## config.mk

```make
export PLATFORM = sky130hd
export DESIGN_NAME = i2s_rx
export DESIGN_NICKNAME = d
export VERILOG_FILES = /design/src/rtl/i2s_rx.sv
export SDC_FILE = /design/constraint.sdc
export NUM_CORES = 1
export LEC_CHECK = 0
export ABC_AREA = 1
export BUFFER_PORTS_ARGS = -buffer_cell sky130_fd_sc_hd__buf_2
export CELL_PAD_IN_SITES_DETAIL_PLACEMENT = 1
export CELL_PAD_IN_SITES_GLOBAL_PLACEMENT = 1
export CORE_MARGIN = 4
export CORE_UTILIZATION = 44
export CTS_BUF_LIST = sky130_fd_sc_hd__clkbuf_8
export DETAILED_ROUTE_END_ITERATION = 8
export GPL_ROUTABILITY_DRIVEN = 0
export PLACE_DENSITY = 0.88
export SYNTH_ARGS = -nofsm -noshare
export SYNTH_HDL_FRONTEND = slang
export SYNTH_SLANG_ARGS = --single-unit
```

## constraint.sdc

```tcl
create_clock -name clk -period 2.2 [get_ports clk]
set_clock_uncertainty 0.2 [all_clocks]
set_input_delay 0.44 -clock clk [delete_from_list [all_inputs] [get_ports clk]]
set_output_delay 0.44 -clock clk [all_outputs]
set_load 0.01 [all_outputs]
```

## src/rtl/i2s_rx.sv

```systemverilog
// i2s_rx: slave-mode I2S receiver, oversampled in the clk domain.
// Ports:
//   clk, reset_n          system clock, synchronous active-low reset
//   bclk, lrclk, sdata    asynchronous I2S pins (lrclk 0 = left slot)
//   left, right           last complete stereo pair, as received
//   valid                 one-cycle strobe when left/right update
//   locked                a well-formed frame has been seen and tracking holds
//   frame_err             one-cycle strobe when the slot just closed had the wrong length
module i2s_rx #(
  parameter int SAMPLE_WIDTH = 16,
  parameter int SLOT_WIDTH   = 32,
  parameter int DATA_DELAY   = 0
) (
  input  logic                    clk,
  input  logic                    reset_n,
  input  logic                    bclk,
  input  logic                    lrclk,
  input  logic                    sdata,
  output logic [SAMPLE_WIDTH-1:0] left,
  output logic [SAMPLE_WIDTH-1:0] right,
  output logic                    valid,
  output logic                    locked,
  output logic                    frame_err
);
  typedef enum logic [1:0] {SYNC, LEFT, RIGHT} state_t;
  localparam logic [5:0] D_LO  = 6'(DATA_DELAY);
  localparam logic [5:0] S_LEN = 6'(SAMPLE_WIDTH);
  localparam logic [5:0] SLOT  = 6'(SLOT_WIDTH);
  state_t state_q, state_d;
  logic [2:0] bclk_q;
  logic [1:0] lr_sync_q, sd_sync_q;
  logic lrclk_q, lrclk_d;
  logic [5:0] bit_cnt_q, bit_cnt_d;
  logic [SAMPLE_WIDTH-1:0] shift_q, shift_d, hold_q, hold_d;
  logic [SAMPLE_WIDTH-1:0] left_q, left_d, right_q, right_d;
  logic valid_q, valid_d, locked_q, locked_d, err_q, err_d;
  logic rise, ws, sd, ws_edge, len_ok, in_win;
  logic [5:0] idx;
  assign rise    = bclk_q[1] & ~bclk_q[2];
  assign ws      = lr_sync_q[1];
  assign sd      = sd_sync_q[1];
  assign ws_edge = rise & (ws != lrclk_q);
  assign len_ok  = bit_cnt_q == SLOT;
  assign idx     = ws_edge ? 6'd0 : bit_cnt_q;
  // Unsigned wrap makes indices below the delay fall outside the window.
  assign in_win  = (idx - D_LO) < S_LEN;
  always_comb begin
    state_d   = state_q;
    lrclk_d   = rise ? ws : lrclk_q;
    bit_cnt_d = !rise ? bit_cnt_q : ws_edge ? 6'd1 : bit_cnt_q + {5'd0, bit_cnt_q != 6'h3f};
    shift_d   = (rise && in_win) ? {shift_q[SAMPLE_WIDTH-2:0], sd} : shift_q;
    hold_d    = hold_q;
    left_d    = left_q;
    right_d   = right_q;
    valid_d   = 1'b0;
    err_d     = 1'b0;
    locked_d  = locked_q;
    if (ws_edge) begin
      case (state_q)
        SYNC: state_d = ws ? SYNC : LEFT;
        LEFT: begin
          state_d  = len_ok ? RIGHT : SYNC;
          hold_d   = len_ok ? shift_q : hold_q;
          err_d    = !len_ok;
          locked_d = len_ok & locked_q;
        end
        RIGHT: begin
          state_d  = len_ok ? LEFT : SYNC;
          left_d   = len_ok ? hold_q : left_q;
          right_d  = len_ok ? shift_q : right_q;
          valid_d  = len_ok;
          err_d    = !len_ok;
          locked_d = len_ok;
        end
        default: state_d = SYNC;
      endcase
    end
  end
  always_ff @(posedge clk) begin
    if (!reset_n) begin
      state_q   <= SYNC;
      bclk_q    <= '0;
      lr_sync_q <= '0;
      sd_sync_q <= '0;
      lrclk_q   <= 1'b0;
      bit_cnt_q <= '0;
      shift_q   <= '0;
      hold_q    <= '0;
      left_q    <= '0;
      right_q   <= '0;
      valid_q   <= 1'b0;
      locked_q  <= 1'b0;
      err_q     <= 1'b0;
    end else begin
      state_q   <= state_d;
      bclk_q    <= {bclk_q[1:0], bclk};
      lr_sync_q <= {lr_sync_q[0], lrclk};
      sd_sync_q <= {sd_sync_q[0], sdata};
      lrclk_q   <= lrclk_d;
      bit_cnt_q <= bit_cnt_d;
      shift_q   <= shift_d;
      hold_q    <= hold_d;
      left_q    <= left_d;
      right_q   <= right_d;
      valid_q   <= valid_d;
      locked_q  <= locked_d;
      err_q     <= err_d;
    end
  end
  assign left      = left_q;
  assign right     = right_q;
  assign valid     = valid_q;
  assign locked    = locked_q;
  assign frame_err = err_q;
endmodule

```

==> summary.md <==
| Metric | Value |
|---|---|
| Initial core utilization | 0.454 |
| Quantity of I/O buffers inserted on ports | 39 |
| Overall die height | a little under 100 um |
| Number of remaining DRC errors | 0 |
| Power density over the cells | 671 nW/um2 |
| Post-synthesis sequential element count | 83 |
| Prevailing post-synth register cell | sky130_fd_sc_hd__dfxtp_1 |
| Count of boundary I/O pins | 40 |
| Worst max-slew margin expressed relative to the limit | 0.682 |
| Floorplan die area | 9510 um2 |
| H-tree lvl count | 3 |
| Setup Crit Path Kind | reg -> reg |
| Setup_tns | 0 ps |
| Achievable clock frequency | 0.552 GHz |
| Area added between synthesis and finish | 12.1% |
| Class of the tightest hold or removal check | in -> reg |
| Element type at the critical path start | flip-flop |
| Peak supply drop | ~0.29 mV |
| Post-Synthesis Cell Area | ~3500 um2 |
| Ratio of final minimum period to clock period | 0.823 |
| Root buf cell | sky130_fd_sc_hd__clkbuf_8 |
| Crit path from | bit_cnt_q[3] |
| Number of hold violations in the final report | 0 |
| Main area contributors after synthesis | sky130_fd_sc_hd__dfxtp_1 47%, sky130_fd_sc_hd__nor2_1 15%, sky130_fd_sc_hd__nand2_1 7.7% |
| Horiz. Die Dim | ~100 um |
| Top layer reached by signal wires | met4 |
| Most area-hungry cell type in the Yosys netlist | sky130_fd_sc_hd__dfxtp_1 |
| Max-slew violation count | 0 |
| Longest Clk Path Bufs | 2 |
| DR vias/cell | between 4 and 5 |
| Overall routed net length | about 8200 um |
| Clock buffer count from CTS | 9 |
| # rows | 32 |
| Floorplan Core Area | a little under 8000 um2 |
| Remaining Overflow, GRT | 0 |
| Synth warnings | 0 |
| Count of instances resized after the clock tree is built | 0 |
| Diode insertion count for antenna repair | 0 |
| Result of the run | finished clean |
| Number of global-route vias before repair | between 2000 and 3000 |
| Leakage power figure | about 1.7 nW |
| Global-route total usage across every layer | 0.177 |
| TritonCTS Sinks | 83 |
| Post-CTS setup buffers | 0 |
| RSZ-0062 raised after global routing | no |
| Startpoint of the most critical hold path | bclk |
| First drt pass iteration count | 4 |
| Number of synthesized flops with an enable pin | 0 |
| CP Data Arrival Time | around 1900 ps |
| CTS Hold Buffers Added | 0 |
| Smallest hold slack | roughly 66 ps |
| Unique masters post-synth | 27 |
| Number of nets in the layout | 525 |
| Reg2Reg Launch Point | bit_cnt_q[3] |
| Number of endpoints failing setup at the final stage | 0 |
| Total routed wire length on the met1 layer | between 3000 and 4000 um |
| Number of instances in the synthesized netlist | slightly below 500 |
| Detail Route met2 WL | 4210 um |
| Syn Nets | about 490 |
| Area share of the leading cell type in the synthesized netlist | 0.471 |
| Total via count in the routed design | between 3000 and 4000 |
| Min Tclk post-route | about 1800 ps |
| Commonest cells in the netlist | 137 x sky130_fd_sc_hd__nor2_1, 83 x sky130_fd_sc_hd__dfxtp_1, 72 x sky130_fd_sc_hd__nand2_1 |
| Antenna violations before repair | 0 |
| Most instantiated library cell after synthesis | sky130_fd_sc_hd__nor2_1 |
| Share of async-settable or async-resettable flops after synthesis | 0 |
| Worst setup EP type | flip-flop |
| Sequential fraction of the synthesis area | 0.471 |
| Data required time of the critical path | 2240 ps |
| Global-route wire length before repair | between 10000 and 15000 um |
| Layout cell share with drive strength beyond 1 | 0.164 |
| Largest net degree at the start of global routing | 50 |
| Skew-Pair Late Insertion Delay | 350 ps |
| Met3 routed wirelength | between 200 and 250 um |
| Number of DRC markers after the initial detailed-route iteration | about 170 |
| TritonCTS clock tree | built |
| Avg Synthesized Cell Area | 7.33 um2 |
| Placed wire-length estimate after detailed placement | 5730 um |
| Antenna violation net count after detailed routing | 0 |
| Reported max-cap violation count | 0 |
| CP Max Fanout | 5 |
| Post-CTS clock slew at the launch and capture registers of the worst setup and hold paths | ~80 ps |
| Routed wire per std cell | 13.2 um |
| Transition time at the pin with the least slew margin | between 400 and 500 ps |
## cell families (layout without fill, tap and decap cells)
| group | count (synthesis) | count (layout) | share of synthesized area |
|---|---|---|---|
| AND/OR/NAND/NOR | 288 | 288 | 0.371 |
| flip-flops | 83 | 83 | 0.471 |
| buffers and inverters | 79 | 116 | 0.101 |
| AO/OA/AOI/OAI | 25 | 25 | 0.0355 |
| adder cells (fa/ha/maj) | 6 | 6 | 0.0213 |
## state kept, by name, indices dropped and copies added, names as in the netlist, 2 cells and up
signal,count
right,16
hold_q,16
lr_sync_q,2
bit_cnt_q,6
left,16
sd_sync_q,2
state_q,2
shift_q,16
bclk_q,3
## per-layer routing
layer	GRT usage	vias to the layer above
met4	0.0777	0
met5	0	-
met1	0.208	1429
met3	0.0287	18
li1	-	1538
met2	0.314	41
## placed cells by master (no fill, tap or decap), types with 2 or more instances in the layout
master and count:
sky130_fd_sc_hd__clkinvlp_4 3, sky130_fd_sc_hd__nand4_1 3, sky130_fd_sc_hd__ha_1 6, sky130_fd_sc_hd__inv_1 55, sky130_fd_sc_hd__a21oi_1 3, sky130_fd_sc_hd__nor2_2 5
sky130_fd_sc_hd__o21ai_0 22, sky130_fd_sc_hd__nor3_1 3, sky130_fd_sc_hd__nand2_1 72, sky130_fd_sc_hd__nor2_4 4, sky130_fd_sc_hd__nand3_2 10, sky130_fd_sc_hd__nand2_2 2
sky130_fd_sc_hd__buf_12 3, sky130_fd_sc_hd__nand3_1 45, sky130_fd_sc_hd__dfxtp_1 83, sky130_fd_sc_hd__buf_2 39, sky130_fd_sc_hd__nor2_1 137, sky130_fd_sc_hd__inv_2 2
sky130_fd_sc_hd__buf_4 3, sky130_fd_sc_hd__clkbuf_8 10
## path summary, 6_finish.rpt
path	slack [ps]	end	cells after the start
max reg2reg	390	bit_cnt_q[4]	9
max	390	bit_cnt_q[4]	9
min	70	bclk_q[0]	3
min reg2reg	220	sd_sync_q[1]	2
## area by class of cell
type | count | area [um2]
clock buffers | 10 | 138
clock inverters | 5 | 31.3
fillers | 1042 | 3810
inverters | 56 | 210
multi-input cells | 319 | 1510
flip-flops and latches | 83 | 1660
well taps | 102 | 128
repair buffers | 45 | 278
## per-stage QoR
stage | total power [W] | utilization | setup WS [ps] | area [um2] | cells
global placement | 0.00171 | 0.487 | 499 | 3780 | 605
finish | 0.00265 | 0.509 | 389 | 3950 | 620
CTS | 0.00268 | 0.509 | 344 | 3950 | 620
global route | 0.00278 | 0.509 | 230 | 3950 | 620
detailed placement | 0.00172 | 0.487 | 384 | 3780 | 605
floorplan | 0.00168 | - | 592 | 3530 | 481
## worst max-delay path, stage by stage (launching register included)
cell                      delay [ps]
sky130_fd_sc_hd__dfxtp_1         420
sky130_fd_sc_hd__nand2_1         120
sky130_fd_sc_hd__nor2_1          100
sky130_fd_sc_hd__nand3_1          80
sky130_fd_sc_hd__ha_1            210
sky130_fd_sc_hd__ha_1            220
sky130_fd_sc_hd__inv_1           100
sky130_fd_sc_hd__nor3_1           60
sky130_fd_sc_hd__o21ai_0         150
sky130_fd_sc_hd__nor2_1           50
## report_power, final
group	leakage, nW	total, W	internal [W]	switching (W)
combinational	0.954	0.000138	0.0000434	0.0000949
clock	0.0816	0.000971	0.000428	0.000542
sequential	0.672	0.00155	0.00153	0.0000182
total	1.71	0.00265	0.00200	0.000656
Note: power is estimated with default switching activity, not from simulation.
